File: config.mk
export PLATFORM = sky130hd
export DESIGN_NAME = hamming_tx
export DESIGN_NICKNAME = d
export VERILOG_FILES = /design/src/rtl/comm_pkg.sv /design/src/rtl/nibble_fifo.sv /design/src/rtl/hamming_tx.sv
export SDC_FILE = /design/constraint.sdc
export NUM_CORES = 1
export LEC_CHECK = 0
export ABC_AREA = 0
export BUFFER_PORTS_ARGS = -buffer_cell sky130_fd_sc_hd__clkbuf_2
export CAP_MARGIN = 40
export CELL_PAD_IN_SITES_DETAIL_PLACEMENT = 1
export CELL_PAD_IN_SITES_GLOBAL_PLACEMENT = 1
export CORE_ASPECT_RATIO = 0.7
export CORE_UTILIZATION = 35
export DETAILED_ROUTE_END_ITERATION = 10
export PLACE_DENSITY_LB_ADDON = 0.1
export SYNTH_ARGS = -nofsm -noshare
export SYNTH_HDL_FRONTEND = slang
export SYNTH_HIERARCHICAL = 1
export SYNTH_SLANG_ARGS = --single-unit
File: constraint.sdc
create_clock -name clk -period 3.7 [get_ports clk]
set_clock_uncertainty 0.15 [all_clocks]
set_input_delay 0.37 -clock clk [delete_from_list [all_inputs] [get_ports clk]]
set_output_delay 0.37 -clock clk [all_outputs]
set_load 0.03 [all_outputs]
File: src/rtl/comm_pkg.sv
// Shared Hamming(7,4) transmit definitions: code width, encoder and FSM state type.
// TX_PARITY_EN appends an overall even-parity bit (extended Hamming / SECDED).
package comm_pkg;

`ifdef TX_PARITY_EN
    localparam int unsigned CODE_W = 8;
`else
    localparam int unsigned CODE_W = 7;
`endif

    typedef enum logic [1:0] {
        StIdle,
        StStart,
        StData,
        StStop
    } tx_state_e;

    // Returned MSB first in line order: p1 p2 d1 p3 d2 d3 d4 [p_all]
    function automatic logic [CODE_W-1:0] hamming74(input logic [3:0] nib);
        logic [6:0] c;
        c = {nib[3] ^ nib[2] ^ nib[0],
             nib[3] ^ nib[1] ^ nib[0],
             nib[3],
             nib[2] ^ nib[1] ^ nib[0],
             nib[2],
             nib[1],
             nib[0]};
`ifdef TX_PARITY_EN
        return {c, ^c};
`else
        return c;
`endif
    endfunction

endpackage

File: src/rtl/nibble_fifo.sv
// Nibble FIFO with registered occupancy count and first-word-fall-through read data.
// DEPTH must be a power of two so the pointers wrap naturally.
module nibble_fifo #(
    parameter int unsigned DEPTH = 8
) (
    input  logic       clk,
    input  logic       reset,
    input  logic       i_wr_en,
    input  logic [3:0] i_wr_data,
    input  logic       i_rd_en,
    output logic [3:0] o_rd_data,
    output logic       o_full,
    output logic       o_empty
);
    localparam int unsigned PTR_W = $clog2(DEPTH);
    localparam int unsigned CNT_W = PTR_W + 1;

    logic [3:0]       r_mem [DEPTH];
    logic [PTR_W-1:0] r_wr_ptr;
    logic [PTR_W-1:0] r_rd_ptr;
    logic [CNT_W-1:0] r_count;
    logic             w_do_wr;
    logic             w_do_rd;

    assign o_full    = (r_count == CNT_W'(DEPTH));
    assign o_empty   = (r_count == '0);
    assign o_rd_data = r_mem[r_rd_ptr];
    assign w_do_wr   = i_wr_en & ~o_full;
    assign w_do_rd   = i_rd_en & ~o_empty;

    always_ff @(posedge clk) begin
        if (w_do_wr) begin
            r_mem[r_wr_ptr] <= i_wr_data;
        end
    end

    always_ff @(posedge clk) begin
        if (reset) begin
            r_wr_ptr <= '0;
            r_rd_ptr <= '0;
            r_count  <= '0;
        end else begin
            if (w_do_wr) begin
                r_wr_ptr <= r_wr_ptr + PTR_W'(1);
            end
            if (w_do_rd) begin
                r_rd_ptr <= r_rd_ptr + PTR_W'(1);
            end
            case ({w_do_wr, w_do_rd})
                2'b10:   r_count <= r_count + CNT_W'(1);
                2'b01:   r_count <= r_count - CNT_W'(1);
                default: r_count <= r_count;
            endcase
        end
    end

endmodule

File: src/rtl/hamming_tx.sv
// Buffers nibbles and sends each as a Hamming(7,4) codeword in a start/code/stop serial frame.
// Define TX_PARITY_EN for an 8-bit SECDED codeword and a 10-bit frame.
module hamming_tx
    import comm_pkg::*;
#(
    parameter int unsigned CLKS_PER_BIT = 16,
    parameter int unsigned FIFO_DEPTH   = 8
) (
    input  logic       clk,
    input  logic       reset,
    input  logic [3:0] i_nib_in,
    input  logic       i_nib_valid,
    output logic       o_nib_ready,
    output logic       o_tx_out,
    output logic       o_busy,
    output logic [7:0] o_drop_cnt
);
    localparam int unsigned CNT_W = $clog2(CLKS_PER_BIT);
    localparam int unsigned BIT_W = $clog2(CODE_W);
    localparam logic [CNT_W-1:0] CNT_LAST = CNT_W'(CLKS_PER_BIT - 1);
    localparam logic [BIT_W-1:0] BIT_LAST = BIT_W'(CODE_W - 1);

    tx_state_e         r_state;
    logic [CNT_W-1:0]  r_clk_cnt;
    logic [BIT_W-1:0]  r_bit_cnt;
    logic [CODE_W-1:0] r_shreg;
    logic              r_tx;
    logic              r_busy;
    logic [7:0]        r_drop_cnt;

    logic              w_full;
    logic              w_empty;
    logic [3:0]        w_rd_data;
    logic              w_wr_en;
    logic              w_rd_en;
    logic              w_bit_done;
    logic              w_line;
    logic [CODE_W-1:0] w_code;

    assign w_wr_en    = i_nib_valid & ~w_full;
    assign w_bit_done = (r_clk_cnt == CNT_LAST);
    assign w_code     = hamming74(w_rd_data);
    // Pop only where the FSM latches a new codeword: from IDLE or at the end of STOP.
    assign w_rd_en    = ~w_empty & ((r_state == StIdle) | ((r_state == StStop) & w_bit_done));

    nibble_fifo #(
        .DEPTH (FIFO_DEPTH)
    ) u_fifo (
        .clk       (clk),
        .reset     (reset),
        .i_wr_en   (w_wr_en),
        .i_wr_data (i_nib_in),
        .i_rd_en   (w_rd_en),
        .o_rd_data (w_rd_data),
        .o_full    (w_full),
        .o_empty   (w_empty)
    );

    always_comb begin
        w_line = 1'b1;
        case (r_state)
            StStart: w_line = 1'b0;
            StData:  w_line = r_shreg[CODE_W-1];
            default: w_line = 1'b1;
        endcase
    end

    always_ff @(posedge clk) begin
        if (reset) begin
            r_state    <= StIdle;
            r_clk_cnt  <= '0;
            r_bit_cnt  <= '0;
            r_shreg    <= '0;
            r_tx       <= 1'b1;
            r_busy     <= 1'b0;
            r_drop_cnt <= '0;
        end else begin
            r_tx   <= w_line;
            r_busy <= (r_state != StIdle);
            if (i_nib_valid && w_full && (r_drop_cnt != 8'hFF)) begin
                r_drop_cnt <= r_drop_cnt + 8'd1;
            end
            case (r_state)
                StIdle: begin
                    r_clk_cnt <= '0;
                    if (!w_empty) begin
                        r_shreg <= w_code;
                        r_state <= StStart;
                    end
                end
                StStart: begin
                    if (w_bit_done) begin
                        r_clk_cnt <= '0;
                        r_bit_cnt <= '0;
                        r_state   <= StData;
                    end else begin
                        r_clk_cnt <= r_clk_cnt + CNT_W'(1);
                    end
                end
                StData: begin
                    if (w_bit_done) begin
                        r_clk_cnt <= '0;
                        r_shreg   <= {r_shreg[CODE_W-2:0], 1'b0};
                        if (r_bit_cnt == BIT_LAST) begin
                            r_state <= StStop;
                        end else begin
                            r_bit_cnt <= r_bit_cnt + BIT_W'(1);
                        end
                    end else begin
                        r_clk_cnt <= r_clk_cnt + CNT_W'(1);
                    end
                end
                StStop: begin
                    if (w_bit_done) begin
                        r_clk_cnt <= '0;
                        if (!w_empty) begin
                            r_shreg <= w_code;
                            r_state <= StStart;
                        end else begin
                            r_state <= StIdle;
                        end
                    end else begin
                        r_clk_cnt <= r_clk_cnt + CNT_W'(1);
                    end
                end
                default: r_state <= StIdle;
            endcase
        end
    end

    assign o_nib_ready = ~w_full;
    assign o_tx_out    = r_tx;
    assign o_busy      = r_busy;
    assign o_drop_cnt  = r_drop_cnt;

endmodule
### Yosys cells after proc, flatten, opt, wreduce, memory -nomap -nowiden

Memories as Yosys holds them, arrays and structs flattened. A register that Yosys moved wholly into a read port is not among the register bits.
Index checks and enable logic that the tools add are counted.

| cells by class | value |
|---|---|
| $add $sub $neg | 7 |
| $mul | 0 |
| divide/modulo/power cells | 0 |
| $lt $le $gt $ge | 0 |
| equal/unequal tests | 15 |
| shifts and indexed selects | 0 |
| muxes and demuxes | 23 |
| bitwise gates (word level) | 14 |
| reductions and logical operators | 12 |

Operator list:

| operator | number |
|---|---|
| 7-bit 2-to-1 mux | 3 |
| 7-bit one-hot mux with 3 select lines | 1 |
| 4-bit one-hot mux with 2 select lines | 2 |
| 3-bit 2-to-1 mux | 5 |
| 2-bit inequality test, second input constant | 6 |
| 2-bit 2-to-1 mux | 5 |
| 3-bit by 1-bit adder with 3-bit output, second input constant | 3 |
| 4-bit by 1-bit adder with 4-bit output, second input constant | 2 |
| 8-bit by 1-bit adder with 8-bit output, second input constant | 1 |
| 4-bit equality test, second input constant | 2 |
| 8-bit inequality test, second input constant | 1 |
| 2-bit one-hot mux with 4 select lines | 1 |
| 2-bit equality test, second input constant | 3 |
| 3-bit one-hot mux with 2 select lines | 1 |
| 2-bit nonzero test | 3 |
| 1-bit bitwise XOR | 6 |
| 1-bit AND | 5 |
| 5-bit AND reduction | 1 |
| 2-bit by 1-bit equality test with 1-bit output, second input constant | 2 |
| 4-bit zero test | 1 |
| 4-bit 2-to-1 mux | 1 |
| 4-bit AND reduction | 1 |
| 4-bit by 1-bit subtractor with 4-bit output, second input constant | 1 |
| 3-bit equality test, second input constant | 1 |
| other kinds (9) | 13 |

| word-level totals | value |
|---|---|
| bits in registers | 36 |
| latch bits | 0 |
| bits in writable memories | 32 |
| ROM bits | 0 |
| bits of input ports | 7 |
| output and inout port bits | 11 |
| logic and storage cells | 82 |
| memories | 1 |

Memories:

| memory | words | bits a word | read ports | clocked after memory_dff | write ports | RTL line | source |
|---|---|---|---|---|---|---|---|
| u_fifo.r_mem | 8 | 4 | 1 | 1 | 1 | nibble_fifo.sv:18 | `logic [3:0] r_mem [DEPTH];` |

### Logic depth before layout (Yosys ltp)

Gate-level depths: netlist of the first run.

| logic depth | value |
|---|---|
| depth after elaboration | 7 |
| gate-level depth with buffers | 13 |
| mapped depth without buffers | 12 |

### Cells and area by module

Netlist of the first run, hierarchy kept.

Modules (own cells, without submodules):

| module | times used | cells each | area an instance (um^2) | sequential area each (um^2) |
|---|---|---|---|---|
| nibble_fifo | 1 | 121 | 1900.6 | 1221.2 |
| hamming_tx | 1 | 151 | 1316.3 | 520.5 |

### Worst setup path before layout of the first run

Ideal clock, no wire load.

| timing path | value |
|---|---|
| path kind | register to register |
| start point | register u_fifo.r_count[0] |
| end point | register u_fifo.r_count[3] |
| setup time | 0.123 ns |
| data arrival time | 2.488 ns |
| required time | 3.427 ns |
| slack | 0.938 ns |
| stages on the path, launching flop included | 10 |
| buffers on the path | 1 |
| clock period less this slack | 2.762 ns |
| cells stage by stage | dfxtp_1 > or4b_1 > buf_6 > inv_1 > nor2b_1 > nand2_8 > ha_1 > or3_1 > o32ai_1 > mux2_1 |

| on the way | value |
|---|---|
| longest elaborated chain between the ends | 6 |
| elaborated cells between the ends (all ways) | 14 |
| those cells by class | add/sub: 2; eq/ne: 3; mux: 1; bitwise: 6; reduce/logical: 2 |

RTL lines:

| item | RTL line | source |
|---|---|---|
| from (decl) | nibble_fifo.sv:21 | `logic [CNT_W-1:0] r_count;` |
| from (signal assigned) | nibble_fifo.sv:50 | `2'b10: r_count <= r_count + CNT_W'(1);` |
| from (signal assigned) | nibble_fifo.sv:51 | `2'b01: r_count <= r_count - CNT_W'(1);` |
| from (signal assigned) | nibble_fifo.sv:52 | `default: r_count <= r_count;` |
| 4-bit equality test * | nibble_fifo.sv:25 | `assign o_full = (r_count == CNT_W'(DEPTH));` |
| via w_full | hamming_tx.sv:31 | `logic w_full;` |
| 1-bit NOT * | hamming_tx.sv:40 | `assign w_wr_en = i_nib_valid & ~w_full;` |
| 1-bit AND * | hamming_tx.sv:40 |  |
| via w_wr_en | hamming_tx.sv:34 | `logic w_wr_en;` |
| 1-bit AND * | nibble_fifo.sv:28 | `assign w_do_wr = i_wr_en & ~o_full;` |
| 2-bit by 1-bit equality test with 1-bit output / 2-bit equality test (equally long branches) | nibble_fifo.sv:49 | `case ({w_do_wr, w_do_rd})` |
| 4-bit one-hot mux with 2 select lines / 2-bit nonzero test (equally long branches) | n/a |  |

The timed path passes the listed nets; every way through them passes the cells marked *.
A chain may end at the register's enable or synchronous reset.

### Worst setup path in the final report of the first run

| timing path | value |
|---|---|
| start point | register u_fifo.r_count[1] |
| end point | register u_fifo.r_count[2] |

The elaborated chain is that of the path after synthesis.

==> summary.md, run 1 <==
The critical path required time was 3790 ps; the die boundary height was 82.21 microns. The tools report the die area as 9584 sq um. Kind of critical path: reg2reg. The aggregate routed wire length was 6478 microns; the post-detailed-placement half-perimeter wirelength was 4532 microns. The number of endpoints failing setup at the final stage is 0, and the flip-flop and latch count after synthesis is 71. After floorplanning, the core was sized to cover 8688 sq um. The run gives 0 as the number of max-cap violations. The routed layout has 2,099 vias. The routed length per instance was 15.50 microns. The number of nets handed over by synthesis was 293. The tools report the post-synthesis sequential area ratio as 54.14%.

Along the worst path, the maximum fanout reaches 8. Wire segments on met3 add up to 160 microns in the final route. The per-instance average area after synthesis works out to 11.83 sq um. The clock tree root driver cell is sky130_fd_sc_hd__clkbuf_16. The actual transition at the worst max-transition pin works out to 838.3 ps.

The worst setup path is captured at a register. The logs give 2717 microns for the routed wire length on met2 and 18 for the number of top-level pins. For the number of buffers inserted to repair setup after CTS, the log shows 0. The critical path launch point type is a register. In the routed layout, each cell is associated on average with a via count of 5.022. In this run the power density over the cells is 826.3 nW/um^2. TritonCTS built the clock tree.

The arrival time at the worst endpoint is 3320 ps. After clock tree synthesis, the clock-pin slew on the worst setup and hold paths is 60 ps. The first global-routing pass estimated 10,920 microns of wire.

For the initial antenna violation count, the log shows 0. The run finished with clean final reports. Summed over all layers, the global routing overflow is 0. The longest clock path from root to sink contains 2 buffers.

Final period utilization: 87.45%. In this run the critical register-to-register path is launched from u_fifo/r_count[1]. The share of cells above drive strength 1 was 18.46%. The H-tree was split into 3 levels.

For this run, the detailed router's first-pass iteration total came to 7. The starting density of the core was 37.02%; the cell area after technology mapping was 3217 sq um. The run gives 330 ps as the clock latency at the later pin of the worst-skew pair.

The topmost layer with routed signal wires is met4. VDD sags by at most 0.2871 mV. The number of hold-repair buffers added at the cts stage was 0; the largest net degree at the start of global routing was 39. From left edge to right edge, the die measures 116.6 microns.

The repair_antennas step left the layout with diodes totalling 0. The path class of the lowest-slack min-delay path was in2reg. At the end of routability-driven placement, the weighted congestion stood at 0.7102. The final layout contains 314 nets. For this run, design rule violations remaining after detail routing come to 0.

The tools report the post-route setup TNS as 0 ps. Setup repair after global routing left no endpoint under its margin. The routed design could run at a clock period as short as 3236 ps. The leakage power summed over all cells is 0.001365 uW, and the met1 wire length is 3530 microns.

The run gives 0 as the count of final max-slew check failures. The area growth from synthesis to layout is 16.92%. The count of buffers added on input and output ports is 17. For this run, the number of Yosys warnings is 6.

On the final layout, the worst hold slack is 185.4 ps. The synthesized netlist contains 48 unique library cells. The number of gates given a new drive strength after cts came out at 0. The overall fraction of global-route tracks in use came out at 15.36%.

For the achievable frequency, the log shows 309.1 MHz. The number of synthesized flops with an enable pin was 32. The count of nets left with antenna violations once routing finished came out at 0. The final number of hold-violating endpoints came out at 0. Synthesis handed over a netlist of 272 instances. Counting flops with an async set or reset pin after synthesis yields a share of 0%. In this run the worst setup path begins at u_fifo/r_count[1]. In this run, CTS created clock tree buffers numbering 9. Number of placement rows: 28.

The logs give 2,126 for the via count of the first global-routing pass and 44.12% for the relative slew slack. The detailed router's first-iteration violation count came out at 121. Dominant register cell in the synthesized netlist: sky130_fd_sc_hd__dfxtp_1.

The worst hold path begins at i_nib_in[1]. Counting every sink on the clock net gives 71.
[report_power, final]
| group | internal [uW] | switching (uW) |
|---|---|---|
| clock network | 657 | 320 |
| registers | 957 | 123 |
| logic | 490 | 561 |
| total | 2100 | 1000 |
[layer usage]
metal,GRT usage (%),vias to the layer above
met5,0,-
met4,4.557,0
met3,4.161,6
met2,22.37,24
met1,22.17,1029
li1,-,1040
[worst max-delay path: stages, from the launching register on]
cell and delay, ps:
sky130_fd_sc_hd__dfxtp_1 460, sky130_fd_sc_hd__or4b_1 380, sky130_fd_sc_hd__inv_1 170, sky130_fd_sc_hd__nor2b_1 510, sky130_fd_sc_hd__nand2_8 140, sky130_fd_sc_hd__ha_1 300, sky130_fd_sc_hd__xor2_1 160, sky130_fd_sc_hd__ha_1 190
sky130_fd_sc_hd__a21oi_1 150, sky130_fd_sc_hd__xor2_1 90, sky130_fd_sc_hd__or3_1 310, sky130_fd_sc_hd__a21oi_1 140
[through the flow]
step / cell area [sq um] / setup slack, ps / std cells / total power (uW) / utilization (%)
CTS: 3761 / 434.4 / 418 / 3160 / 43.29
detailed placement: 3423 / 477.4 / 402 / 2166 / 39.40
floorplan: 3217 / 938.3 / 272 / 1927 / -
global route: 3761 / 203.7 / 418 / 3336 / 43.29
finish: 3761 / 464.3 / 418 / 3108 / 43.29
global placement: 3423 / 610.5 / 402 / 2153 / 39.40
[registers in the layout, summed over array words and instances (netlist names), named ones only]
signal,flops
o_busy,1
r_clk_cnt,4
r_state,2
u_fifo/r_mem,32
u_fifo/r_wr_ptr,3
r_bit_cnt,3
o_tx_out,1
u_fifo/r_rd_ptr,3
o_drop_cnt,8
r_shreg,7
u_fifo/r_count,4
[cells by family (layout without fill, tap and decap cells)]
group / after synthesis / in the layout / synth area share [%]
buffers and inverters: 20 / 46 / 2.878
and+or+nand+nor: 92 / 92 / 14.51
xor gates and xnor gates: 16 / 16 / 4.590
adders and majority gates: 14 / 14 / 5.445
AOI/OAI and AO/OA: 38 / 38 / 8.596
muxes: 21 / 21 / 9.840
DFF: 71 / 71 / 54.14
[synthesized netlist by cell type (2+ instances only)]
| library cell | count | area share [%] |
|---|---|---|
| sky130_fd_sc_hd__a211oi_1 | 9 | 2.1 |
| sky130_fd_sc_hd__a21oi_1 | 8 | 1.2 |
| sky130_fd_sc_hd__a311oi_1 | 4 | 1.1 |
| sky130_fd_sc_hd__a31oi_1 | 3 | 0.58 |
| sky130_fd_sc_hd__buf_2 | 2 | 0.31 |
| sky130_fd_sc_hd__buf_6 | 2 | 0.70 |
| sky130_fd_sc_hd__clkbuf_1 | 6 | 0.70 |
| sky130_fd_sc_hd__dfxtp_1 | 39 | 24 |
| sky130_fd_sc_hd__edfxtp_1 | 32 | 30 |
| sky130_fd_sc_hd__ha_1 | 14 | 5.4 |
| sky130_fd_sc_hd__inv_1 | 9 | 1.1 |
| sky130_fd_sc_hd__mux2_2 | 4 | 1.4 |
| sky130_fd_sc_hd__mux2i_1 | 8 | 2.5 |
| sky130_fd_sc_hd__mux4_2 | 8 | 5.6 |
| sky130_fd_sc_hd__nand2_1 | 18 | 2.1 |
| sky130_fd_sc_hd__nand2b_1 | 6 | 1.2 |
| sky130_fd_sc_hd__nand3_1 | 8 | 1.2 |
| sky130_fd_sc_hd__nand4_1 | 2 | 0.39 |
| sky130_fd_sc_hd__nor2_1 | 30 | 3.5 |
| sky130_fd_sc_hd__nor2b_1 | 5 | 0.97 |
| sky130_fd_sc_hd__nor3_1 | 8 | 1.2 |
| sky130_fd_sc_hd__nor4_1 | 4 | 0.78 |
| sky130_fd_sc_hd__o21ai_0 | 3 | 0.47 |
| sky130_fd_sc_hd__or3_1 | 3 | 0.58 |
| sky130_fd_sc_hd__xnor2_1 | 9 | 2.5 |
| sky130_fd_sc_hd__xor2_1 | 6 | 1.6 |
[area by class of cell]
class,instances,area (sq um)
tap,120,150.1
clock buffer,10,229.0
clock inverter,6,108.9
timing repair buffer,21,115.1
fill,962,4927
sequential,71,1742
multi-input combinational,181,1383
inverter,9,33.78
[placed cells by master, fill, tap and decap left out, drive strengths merged, types with 5 or more instances in the layout]
| cell | Yosys | routed |
|---|---|---|
| nor3 | 8 | 8 |
| edfxtp | 32 | 32 |
| nand2 | 20 | 20 |
| a21oi | 9 | 9 |
| xnor2 | 9 | 9 |
| inv | 9 | 9 |
| nor2 | 30 | 30 |
| a211oi | 9 | 9 |
| ha | 14 | 14 |
| mux4 | 8 | 8 |
| mux2i | 8 | 8 |
| mux2 | 5 | 5 |
| dfxtp | 39 | 39 |
| nand2b | 6 | 6 |
| clkbuf | 6 | 27 |
| xor2 | 7 | 7 |
| nand3 | 9 | 9 |
| nor2b | 5 | 5 |
[path summary, 6_finish.rpt]
check                        to  slack (ps)  cells past startpoint
min          u_fifo/r_mem[4][1]         190                      1
min reg2reg          r_shreg[3]         330                      2
max reg2reg   u_fifo/r_count[2]         460                     11
max           u_fifo/r_count[2]         460                     11
(Power assumes the default switching activity.)
==> inputs of run 2 (changes only) <==
BUFFER_PORTS_ARGS = not set   (was -buffer_cell sky130_fd_sc_hd__clkbuf_2)
DONT_BUFFER_PORTS = 1   (was not set)
==> run 2 against run 1 <==
Die area unchanged. Clock power fell by 4.9%. Combinational power about the same. Global-route usage grew 0.28 points. First-iteration DRC count decreased by 55%. Critical endpoint is now u_fifo/r_count[3].
==> summary.md, run 2 (synthesis results as in run 1) <==
STA classifies the critical path endpoint as a register. After detailed routing, the total wire length is 6627 microns. Number of endpoints failing setup at the final stage: 0. The area growth from synthesis to layout came out at 15.67%. The setup path with the least slack is of type reg2reg. The logs give 0 ps for the post-route setup TNS and 18 for the number of top-level pins. The overall fraction of global-route tracks in use came out at 15.64%. The core footprint came out at 8688 sq um. The die covers 9584 sq um. After layout, the design draws a total of 3069 uW. Subtracting the final worst setup slack from the clock period gives 3190 ps. The fraction of power spent switching nets came out at 33.72%. The logs give 2,091 for the via count of the first global-routing pass and 47.22% for the relative slew slack. Dividing total power by cell area gives a power density of 824.8 nW/um^2. Sequential cells burn 35.8% of the power. Total grt overflow: 0. The run finished with clean final reports. The achievable frequency was 313.4 MHz.

The clock tree root driver cell is sky130_fd_sc_hd__clkbuf_16. STA puts the critical path data arrival time at 3260 ps. After detailed placement, the total cell area comes to 3338 sq um. The logs give 0 for the antenna violation net count after detailed routing and 0 for the number of remaining DRC errors. The initial antenna violation count is 0, and the actual transition at the worst max-transition pin is 785.7 ps.

Routability-driven placement finished with a final weighted congestion of 0.7072. The H-tree was split into 3 levels. For the clock latency at the later pin of the worst-skew pair, the log shows 330 ps. The startpoint identified for the worst hold timing path is reset. IR analysis of the VDD net gives a maximum drop of 0.2423 mV.

In this run the horizontal extent of the chip is 116.6 microns. Setup repair after global routing left no endpoint under its margin. The number of flip-flops under the largest register name is 32, and the total via count after detailed routing is 2,079. During placement, the flow inserted port buffers numbering 0. The logs give 971 for the number of fill cells in the layout and 0 for the antenna diode instance count.

For the number of non-filler instances in the completed layout, the log shows 406. Counting the buffers created by CTS gives 9. For the number of max-cap violations, the log shows 0. Leaving out fill and tap cells, the most frequent cell in the layout is sky130_fd_sc_hd__dfxtp_1. The initial utilization of the core area, before any placement, comes to 37.02%. Final number of hold-violating endpoints: 0. The post-layout net count is 302, and the count of final max-slew check failures is 0. The final period utilization was 86.23%; the switching power summed over all nets was 1035 uW.

The floorplan has 28 rows. The run gives 36 as the largest net degree at the start of global routing. Clock tree synthesis found a total of 71 sinks.

The path class of the lowest-slack min-delay path was in2reg. Of the cells placed in the final design, the portion with a size suffix greater than 1 is 13.99%. The number of placed instances, taps included, is 385. Summing all non-filler instances in the final layout gives an area of 3721 sq um.

The tools report the post-detailed-placement half-perimeter wirelength as 4446 microns. The worst register-to-register path begins at u_fifo/r_count[1]. Of the total power, combinational logic draws 33.9%. At the worst endpoint, the required time is 3770 ps.

At the end of the flow the core is filled with cells to 42.83%. The tools report the buffer levels on the longest clock path as 2. For this run, the detailed router's first-pass iteration total came to 4. After detailed routing, the average wire length per cell comes to 16.32 microns.

The largest register by flop count was u_fifo/r_mem. The largest fanout of any net on the critical path was 8. The wire length of the first global-routing pass is 10,870 microns. TritonCTS built the clock tree. For the internal power, the log shows 2034 uW. In this run the worst setup path begins at u_fifo/r_count[1]. The clock-pin slew on the worst setup and hold paths is 60 ps. In this run the vertical extent of the chip is 82.21 microns. In the layout the commonest cells are sky130_fd_sc_hd__dfxtp_1, sky130_fd_sc_hd__edfxtp_1, sky130_fd_sc_hd__nor2_1. STA classifies the critical path startpoint as a register. For this block, the initial DRC count from the detailed router was 54.

Number of vias per cell: 5.121. The part of the power in the clock network was 30.3%. In this run the static leakage power is 0.001302 uW.
-- run 2: final timing paths --
check	to	slack, ps	cells after the start
hold / removal	o_drop_cnt[3]	50	2
hold reg to reg	r_bit_cnt[0]	330	2
setup reg to reg	u_fifo/r_count[3]	510	8
setup / recovery	u_fifo/r_count[3]	510	8
-- run 2: metal layers --
metal / wire (microns) / vias up / track usage (%)
met1: 3600 / 1027 / 21.94
met2: 2706 / 22 / 21.54
met3: 206 / 10 / 5.547
met4: 113 / 0 / 6.835
met5: 0 / - / 0
li1: - / 1020 / -
-- run 2: final cells by class --
type / instances / area, sq um / share of cell area, %
clock buffer: 9 / 225.2 / 6.052
clock inverter: 7 / 97.59 / 2.623
inverter: 9 / 33.78 / 0.9079
multi-input combinational: 181 / 1383 / 37.16
sequential: 71 / 1742 / 46.81
tap: 120 / 150.1 / 4.035
timing repair buffer: 9 / 90.09 / 2.421
-- run 2: what timing repair did --
action	in CTS	in global routing
hold endpoints to repair	69	0
resized for setup	0	0
endpoints found under the setup margin	0	0
setup buffers	0	0
hold buffers	5	0
-- run 2: per-stage QoR --
stage / hold slack, ps / setup WS (ps)
floorplan: 295.8 / 938.3
global placement: 288.7 / 623.4
detailed placement: 289.2 / 524.2
CTS: 37.50 / 502.8
global route: 50.38 / 261.8
finish: 54.56 / 509.7
-- run 2: critical path: stages (launching register included) --
cell and delay (ps):
sky130_fd_sc_hd__dfxtp_1 460, sky130_fd_sc_hd__or4b_1 370, sky130_fd_sc_hd__inv_1 170, sky130_fd_sc_hd__nor2b_1 490, sky130_fd_sc_hd__nand2_8 140, sky130_fd_sc_hd__ha_1 420
sky130_fd_sc_hd__or3_1 370, sky130_fd_sc_hd__o32ai_1 160, sky130_fd_sc_hd__mux2_1 350
-- run 2: power groups by stage --
stage | clock [uW] | combinational [uW] | sequential (uW)
4_1_cts | 952 | 1060 | 1100
2_1_floorplan | 0 | 868 | 1060
3_3_place_gp | 0 | 1020 | 1120
6_report | 929 | 1040 | 1100
3_5_place_dp | 0 | 1030 | 1120
5_1_grt | 985 | 1180 | 1120
